===== src/rtl/hw2_div_pkg.sv =====
// Shared types and widths for the HW2 iterative divider.
// Optional feature macro: HW2_DIV_ZERO_BYPASS_EN (zero divisor skips the CALC phase).
package hw2_div_pkg;

  typedef enum logic [1:0] {
    IDLE = 2'd0,
    CALC = 2'd1,
    DONE = 2'd2
  } state_t;

  localparam int DW = 16;
  localparam int VW = 8;
  localparam int CW = $clog2(DW);

  localparam logic [DW-1:0] ZERO_QUOT = {DW{1'b1}};

endpackage


===== src/rtl/hw2_iter_div_if.sv =====
// Request/result bundle for the HW2 iterative divider.
// Both channels use valid/ready: a transfer happens on a rising edge where valid and ready are both high;
// the sender keeps valid and its data stable until that edge.
interface hw2_iter_div_if;
  import hw2_div_pkg::*;

  logic          in_valid;
  logic          in_ready;
  logic [DW-1:0] dividend;
  logic [VW-1:0] divisor;
  logic          out_valid;
  logic          out_ready;
  logic [DW-1:0] quotient;
  logic [VW-1:0] remainder;
  logic          div_zero;

  modport slave (
    input  in_valid, dividend, divisor, out_ready,
    output in_ready, out_valid, quotient, remainder, div_zero
  );

  modport master (
    output in_valid, dividend, divisor, out_ready,
    input  in_ready, out_valid, quotient, remainder, div_zero
  );

endinterface


===== src/rtl/hw2_div_step.sv =====
// One combinational restoring-division step: shift in the next dividend bit and
// subtract the divisor when the trial value allows it.
module hw2_div_step
  import hw2_div_pkg::*;
(
  input  logic [VW-1:0] rem,
  input  logic          next_bit,
  input  logic [VW-1:0] divisor,
  output logic [VW-1:0] rem_next,
  output logic          q_bit
);

  logic [VW:0] trial;
  logic [VW:0] diff;

  always_comb begin
    trial    = {rem, next_bit};
    diff     = trial - {1'b0, divisor};
    q_bit    = (trial >= {1'b0, divisor});
    // rem < divisor on entry, so the kept value always fits in VW bits
    rem_next = VW'(q_bit ? diff : trial);
  end

endmodule


===== src/rtl/hw2_iter_div.sv =====
// Iterative unsigned divider, one quotient bit per cycle, MSB first.
// Optional feature macro: HW2_DIV_ZERO_BYPASS_EN (zero divisor goes straight to DONE).
module hw2_iter_div
  import hw2_div_pkg::*;
(
  input  logic             clk,
  input  logic             reset,
  hw2_iter_div_if.slave    bus,
  output state_t           fsm_state
);

  state_t        state;
  logic [DW-1:0] work_r;
  logic [VW-1:0] divisor_r;
  logic [VW-1:0] rem_r;
  logic [CW-1:0] cnt;
  logic          zero_r;
  logic          in_ready_r;
  logic          out_valid_r;
  logic [DW-1:0] quotient_r;
  logic [VW-1:0] remainder_r;
  logic          div_zero_r;

  logic [VW-1:0] rem_next;
  logic          q_bit;

  // work_r shifts dividend bits out at the top and quotient bits in at the bottom
  hw2_div_step u_step (
    .rem      (rem_r),
    .next_bit (work_r[DW-1]),
    .divisor  (divisor_r),
    .rem_next (rem_next),
    .q_bit    (q_bit)
  );

  always_ff @(posedge clk or posedge reset) begin
    if (reset) begin
      state       <= IDLE;
      work_r      <= '0;
      divisor_r   <= '0;
      rem_r       <= '0;
      cnt         <= '0;
      zero_r      <= 1'b0;
      in_ready_r  <= 1'b1;
      out_valid_r <= 1'b0;
      quotient_r  <= '0;
      remainder_r <= '0;
      div_zero_r  <= 1'b0;
    end else begin
      case (state)
        IDLE: begin
          if (bus.in_valid) begin
            work_r     <= bus.dividend;
            divisor_r  <= bus.divisor;
            rem_r      <= '0;
            zero_r     <= (bus.divisor == '0);
            in_ready_r <= 1'b0;
`ifdef HW2_DIV_ZERO_BYPASS_EN
            if (bus.divisor == '0) begin
              state       <= DONE;
              out_valid_r <= 1'b1;
              quotient_r  <= ZERO_QUOT;
              remainder_r <= '0;
              div_zero_r  <= 1'b1;
            end else begin
              cnt   <= CW'(DW - 1);
              state <= CALC;
            end
`else
            cnt   <= CW'(DW - 1);
            state <= CALC;
`endif
          end
        end
        CALC: begin
          work_r <= {work_r[DW-2:0], q_bit};
          rem_r  <= rem_next;
          cnt    <= cnt - 1'b1;
          if (cnt == '0) begin
            state       <= DONE;
            out_valid_r <= 1'b1;
            if (zero_r) begin
              quotient_r  <= ZERO_QUOT;
              remainder_r <= '0;
              div_zero_r  <= 1'b1;
            end else begin
              quotient_r  <= {work_r[DW-2:0], q_bit};
              remainder_r <= rem_next;
              div_zero_r  <= 1'b0;
            end
          end
        end
        DONE: begin
          if (bus.out_ready) begin
            state       <= IDLE;
            out_valid_r <= 1'b0;
            in_ready_r  <= 1'b1;
          end
        end
        default: begin
          state       <= IDLE;
          out_valid_r <= 1'b0;
          in_ready_r  <= 1'b1;
        end
      endcase
    end
  end

  assign bus.in_ready  = in_ready_r;
  assign bus.out_valid = out_valid_r;
  assign bus.quotient  = quotient_r;
  assign bus.remainder = remainder_r;
  assign bus.div_zero  = div_zero_r;
  assign fsm_state     = state;

endmodule


===== src/flat_wrapper.sv =====
// flat-port wrapper written by rule: the top's interface ports become plain ports
module hw2_iter_div_flat import hw2_div_pkg::*;
  (clk, reset, fsm_state, bus_in_valid, bus_dividend, bus_divisor, bus_out_ready, bus_in_ready, bus_out_valid, bus_quotient, bus_remainder, bus_div_zero);
  hw2_iter_div_if bus_i ();
  input  logic clk;
  input  logic reset;
  output state_t fsm_state;
  input wire logic [$bits(bus_i.in_valid)-1:0] bus_in_valid;
  input wire logic [$bits(bus_i.dividend)-1:0] bus_dividend;
  input wire logic [$bits(bus_i.divisor)-1:0] bus_divisor;
  input wire logic [$bits(bus_i.out_ready)-1:0] bus_out_ready;
  output wire logic [$bits(bus_i.in_ready)-1:0] bus_in_ready;
  output wire logic [$bits(bus_i.out_valid)-1:0] bus_out_valid;
  output wire logic [$bits(bus_i.quotient)-1:0] bus_quotient;
  output wire logic [$bits(bus_i.remainder)-1:0] bus_remainder;
  output wire logic [$bits(bus_i.div_zero)-1:0] bus_div_zero;
  assign bus_i.in_valid = bus_in_valid;
  assign bus_i.dividend = bus_dividend;
  assign bus_i.divisor = bus_divisor;
  assign bus_i.out_ready = bus_out_ready;
  assign bus_in_ready = bus_i.in_ready;
  assign bus_out_valid = bus_i.out_valid;
  assign bus_quotient = bus_i.quotient;
  assign bus_remainder = bus_i.remainder;
  assign bus_div_zero = bus_i.div_zero;
  hw2_iter_div u_core (.clk(clk), .reset(reset), .bus(bus_i), .fsm_state(fsm_state));
endmodule

===== config.mk =====
export PLATFORM = sky130hd
export DESIGN_NAME = hw2_iter_div_flat
export DESIGN_NICKNAME = d
export VERILOG_FILES = /design/src/rtl/hw2_div_pkg.sv /design/src/rtl/hw2_iter_div_if.sv /design/src/rtl/hw2_div_step.sv /design/src/rtl/hw2_iter_div.sv /design/src/flat_wrapper.sv
export SDC_FILE = /design/constraint.sdc
export NUM_CORES = 1
export LEC_CHECK = 0
export BUFFER_PORTS_ARGS = -buffer_cell sky130_fd_sc_hd__clkbuf_2
export CORE_MARGIN = 3
export CORE_UTILIZATION = 56
export DETAILED_ROUTE_END_ITERATION = 10
export HOLD_SLACK_MARGIN = 0.08
export PLACE_DENSITY = 0.9
export SYNTH_ARGS = -nofsm -noshare
export SYNTH_HDL_FRONTEND = slang
export SYNTH_HIERARCHICAL = 1
export SYNTH_SLANG_ARGS = --single-unit
export TNS_END_PERCENT = 100

===== constraint.sdc =====
create_clock -name clk -period 3.4 [get_ports clk]
set_input_delay 1.02 -clock clk [delete_from_list [all_inputs] [get_ports clk]]
set_output_delay 1.02 -clock clk [all_outputs]
set_load 0.05 [all_outputs]

### Word-level counts from Yosys, hierarchy flattened

Index checks and enable logic that the tools add are counted.

| cells by class | value |
|---|---|
| $add $sub $neg | 2 |
| order comparisons | 1 |
| bitwise gates (word level) | 2 |
| reduce and logical (&&, ||, !) cells | 10 |
| eq/ne operators | 5 |
| mux-type cells | 20 |

Operators by type and width:

| cell | count |
|---|---|
| $mux 16 | 2 |
| $pmux 16 s2 | 1 |
| $mux 8 | 3 |
| $pmux 8 s2 | 1 |
| $ge 9x8->1 | 1 |
| $reduce_and 3->1 | 3 |
| $logic_not 8->1 | 1 |
| $pmux 4 s2 | 1 |
| $sub 8x8->8 | 1 |
| $mux 2 | 3 |
| $pmux 1 s3 | 2 |
| $pmux 2 s3 | 1 |
| $reduce_and 2->1 | 3 |
| $mux 1 | 5 |
| $logic_not 4->1 | 1 |
| $mux 4 | 1 |
| $ne 2x2->1 const B | 2 |
| $sub 4x1->4 const B | 1 |
| $eq 2x1->1 const B | 1 |
| $eq 2x2->1 const B | 1 |
| $logic_not 2->1 | 1 |
| $ne 2x1->1 const B | 1 |
| $not 1->1 | 2 |
| $reduce_bool 2->1 | 1 |

| word-level totals | value |
|---|---|
| output and inout port bits | 29 |
| word-level logic and storage cells | 51 |
| bits of input ports | 28 |
| bits in registers | 66 |

### Logic depth before layout (Yosys ltp)

| logic depth | value |
|---|---|
| depth in word-level cells | 3 |
| depth in mapped cells | 11 |
| gate-level depth less buffers | 10 |

### Hierarchy

Netlist, hierarchy kept.

By module, submodules not included:

| module | times used | cells an instance | seq. area each (µm²) | area an instance (µm²) |
|---|---|---|---|---|
| hw2_iter_div | 1 | 282 | 1,652.8 | 2,795.2 |
| hw2_div_step | 1 | 66 | 0.0 | 539.3 |

### Worst setup path after synthesis

Ideal clock, no wire load.

| path | value |
|---|---|
| path kind | register to register |
| start point | reg u_core.rem_r[5] |
| end point | reg u_core.remainder_r[2] (netlist: u_core/bus.remainder[2]) |
| cell stages (with the launch flop) | 9 |
| period minus slack after synthesis | 2.397 ns |
| path buffers | 1 |
| setup slack | 1.003 ns |
| setup time | 0.125 ns |
| data required time | 3.275 ns |
| data arrival time | 2.272 ns |
| path through | dfrtp_1 -> ha_1 -> a21o_1 -> a2111oi_2 -> o21a_1 -> buf_6 -> mux2_4 -> nor2b_1 -> mux2_2 |

| on the way | value |
|---|---|
| longest elaborated chain between the ends | 3 |

Ends and longest elaborated chain:

| element | line | source |
|---|---|---|
| start, declared | hw2_iter_div.sv:15 | `logic [VW-1:0] rem_r;` |
| start signal, assigned | hw2_iter_div.sv:77 | `rem_r <= rem_next;` |
| $ge 9x8->1 | hw2_div_step.sv:19 | `q_bit = (trial >= {1'b0, divisor});` |
| $mux 8 | hw2_div_step.sv:21 | `rem_next = VW'(q_bit ? diff : trial);` |
| net u_core.rem_next[2] | hw2_iter_div.sv:24 | `logic [VW-1:0] rem_next;` |
| $mux 8 | hw2_iter_div.sv:82 | `if (zero_r) begin` |
| end signal, assigned | hw2_iter_div.sv:88 | `remainder_r <= rem_next;` |
| end, declared | hw2_iter_div.sv:21 | `logic [VW-1:0] remainder_r;` |

The timed path passes the listed nets, and every way through them passes these cells.
A chain may end at the register's enable or synchronous reset.

### Worst setup path after layout

| path | value |
|---|---|
| start point | reg u_core.rem_r[5] |
| end point | reg u_core.remainder_r[6] (netlist: u_core/bus.remainder[6]) |

| on the way | value |
|---|---|
| longest elaborated chain between the ends | 3 |
| elaborated cells between the ends (all ways) | 4 |
| classes of those cells | add/sub (1); order compare (1); mux (2) |

Ends and longest elaborated chain:

| element | line |
|---|---|
| $sub 8x8->8 or $ge 9x8->1 (tied branches) | hw2_div_step.sv:18, hw2_div_step.sv:19 |
| $mux 8 (*) | hw2_div_step.sv:21 |
| net u_core.rem_next[6] | hw2_iter_div.sv:24 |
| $mux 8 (*) | hw2_iter_div.sv:82 |

The timed path passes the listed nets; every way through them passes the cells marked *.

==> summary.md <==
| Metric | Value |
|---|---|
| Post-Syn Area | roughly 0.0033 mm² |
| PortBufs | 56 |
| Initial antenna violation count | 0 |
| Synthesis Warnings | 6 |
| Global-route usage over all layers | 0.217 |
| Total clock sinks | 66 |
| Synth Flop Type | dfrtp_1 |
| Chip height | 83.2 µm |
| Req. time, crit path | 3640 ps |
| Reg clk slew, reported paths | 70 ps |
| DP HPWL | 4920 µm |
| Synthesized instance count | 348 |
| Synth Register Bits | 66 |
| Cell taking the most area after synthesis | dfrtp_1 |
| Residual DRC | 0 |
| Cell chain of the critical path | ha_1 > a21o_1 > a2111oi_2 > o21a_1 > mux2_4 > nor2b_1 > mux2_2 |
| Clk_lat worst skew | ~350 ps |
| # H-tree levels | 3 |
| Synth area leaders | dfrtp_1 (49%), nand2_1 (8.4%), a22oi_1 (3.6%) |
| Initial core utilization | 0.591 |
| Status | finished, final reports clean |
| Worst r2r path cells | 7 |
| Final period utilization | 0.826 |
| Achievable Freq | 356 MHz |
| First-pass GRT wire length | 12,000 µm |
| FF/Latch Area | 0.00165 mm² |
| Count of final setup violators | 0 |
| Simple-gate share of the synthesized area | 0.185 |
| Vias/cell | about 5.6 |
| Post-Route WL | 7050 µm |
| Crit path DAT | 3050 ps |
| CTS tree | yes |
| Post-DR wirelength/cell | approximately 15 µm |
| GRT overflow | 0 |
| NumNets Final | 437 |
| Setup TNS | 0 ps |
| Crit-path max FO | 9 |
| EDFF count, synth | 0 |
| Crit path kind | reg -> reg |
| Clock Skews | around 8.7 ps |
| # IOs | 57 |
| Routed Antenna Nets | 0 |
| Multi-input logic area | 0.00151 mm² |
| Vias | 2,680 |
| Die Footprint | 0.00692 mm² |
| Worst Setup End Kind | flip-flop |
| CTS resizes | 0 |
| Top-count cell post-synth | nand2_1 |
| Worst path slowest cell | o21a_1 |
| Synth Area in Compound Gates | 0.155 |
| Core ar. | 0.00564 mm² |
| Vias in the first global route | 2,495 |
| Final Hold Fails | 0 |
| CP startpoint kind | flip-flop |
| Mux share of post-synthesis cell area | 0.0634 |
| Iter 0 DRT Violations | 184 |
| Max incr delay on CP | about 520 ps |
| Total CTS buffers | 9 |
| Rows | 27 |
| RSZ-0062 raised after global routing | no |
| Drt first pass iters | 4 |
| Post-Syn Nets | 386 |
| Worst Tran Pin Value | 893 ps |
| Worst min-delay path category | reg -> reg |
| Gpl congestion | 0.875 |
| Slew HR | 0.404 |
| Max-slew violations | 0 |
| Hold depth | 2 |
| Fin util | 0.686 |
| Fraction of the mapped netlist area in adder cells | 0.0398 |
| Antenna Diode Count | 0 |
| Area Growth Syn to Fin | 16.1% |
| Ys async rst share | 1.00 |
| Maxcap violations | 0 |
| Clock Tree Buf Depth | 2 |
| Layout cells sized above 1 | 0.252 |
| Post-synthesis xor/xnor area fraction | 0.00788 |
| Post-CTS Setup Inserts | 0 |
| Largest family of logic cells by synthesized area | simple AND/OR/NAND/NOR gates |
| Largest net degree at the start of global routing | between 40 and 50 |
| Register area share after synthesis | 0.496 |
| Syn Area/Cell | 9.58 µm² |
| Filler Cells Inserted | 444 |
| Post-synth top area share | 0.488 |
| Root Buffer Master | clkbuf_8 |
| Most frequent cells after synthesis | nand2_1 (75), dfrtp_1 (65), nor2_1 (24) |
| Count of cell types in the netlist | 42 |
| Die width | 83.2 µm |
| Tmin final | 2810 ps |
| Hold Buf Count CTS | 0 |
-- worst max-delay path: cells and delay by family, from the launching register on --
family	cells	cell delay, ps
multiplexers	2	640
adder cells (fa/ha/maj)	1	380
AND/OR/NAND/NOR	1	130
flip-flops	1	410
AO/OA/AOI/OAI	3	1130
-- stage by stage --
step | cell area, µm² | worst slack (ps) | hold slack (ps) | std cells
finish | 3870 | 591 | 481 | 476
global route | 3870 | 432 | 507 | 476
CTS | 3870 | 571 | 487 | 476
detailed placement | 3650 | 591 | 470 | 460
global placement | 3650 | 680 | 459 | 460
floorplan | 3330 | 727 | 446 | 348
-- state kept, by name, indices dropped and copies added, names as in the netlist --
| register | cells |
|---|---|
| u_core/bus.div_zero | 1 |
| u_core/bus.in_ready | 1 |
| u_core/bus.out_valid | 1 |
| u_core/bus.quotient | 16 |
| u_core/bus.remainder | 8 |
| u_core/cnt | 4 |
| u_core/divisor_r | 8 |
| u_core/fsm_state | 2 |
| u_core/rem_r | 8 |
| u_core/work_r | 16 |
| u_core/zero_r | 1 |
-- routing by layer --
metal	part of all wire	track usage	vias up	wire length, µm
met1	0.45	0.297	1281	3200
met5	0	0	-	0
met4	0.015	0.0906	0	109
li1	-	-	1304	-
met3	0.064	0.0575	9	450
met2	0.47	0.329	86	3290
-- path summary, 6_finish.rpt --
kind | slack [ps] | end | startpoint
setup / recovery | 590 | u_core/bus.remainder[6] | u_core/rem_r[5]
hold / removal | 480 | u_core/divisor_r[7] | u_core/divisor_r[7]
setup reg to reg | 590 | u_core/bus.remainder[6] | u_core/rem_r[5]
hold reg to reg | 480 | u_core/divisor_r[7] | u_core/divisor_r[7]
max in group asynchronous | 1940 | u_core/bus.in_ready | reset
min in group asynchronous | 760 | u_core/work_r[3] | reset
-- cells by family (layout without fill, tap and decap cells) --
kind of cell,Yosys count,in the layout
simple gates,137,137
compound gates,78,78
xor+xnor,3,3
buf+inv,37,93
fa+ha+maj,10,10
flops,66,66
mux,17,17
-- cell usage in the layout, fill, tap and decap left out, types with 3 or more instances in the layout --
cell       n
a21oi_1   22
a22oi_1   16
a31oi_1   18
buf_4      4
clkbuf_2  56
clkbuf_8  10
dfrtp_1   65
ha_1       9
inv_1     15
mux2_2     9
mux2_4     6
nand2_1   75
nand2b_1   3
nand3_1   11
nor2_1    24
nor2b_1    9
nor3_1     5
nor4_1     3
o21ai_0    6
xnor2_1    3
-- cell type report --
class                   instances  area share
clock buffers                  10      0.0355
clock inverters                 6      0.0229
inverters                      16      0.0155
repair buffers                 61      0.0853
flip-flops and latches         66       0.427
well taps                      72      0.0233
multi-input cells             245       0.391
Power is not shown: default switching activity piles up to over one toggle a cycle in this logic, so the estimate is an artifact.
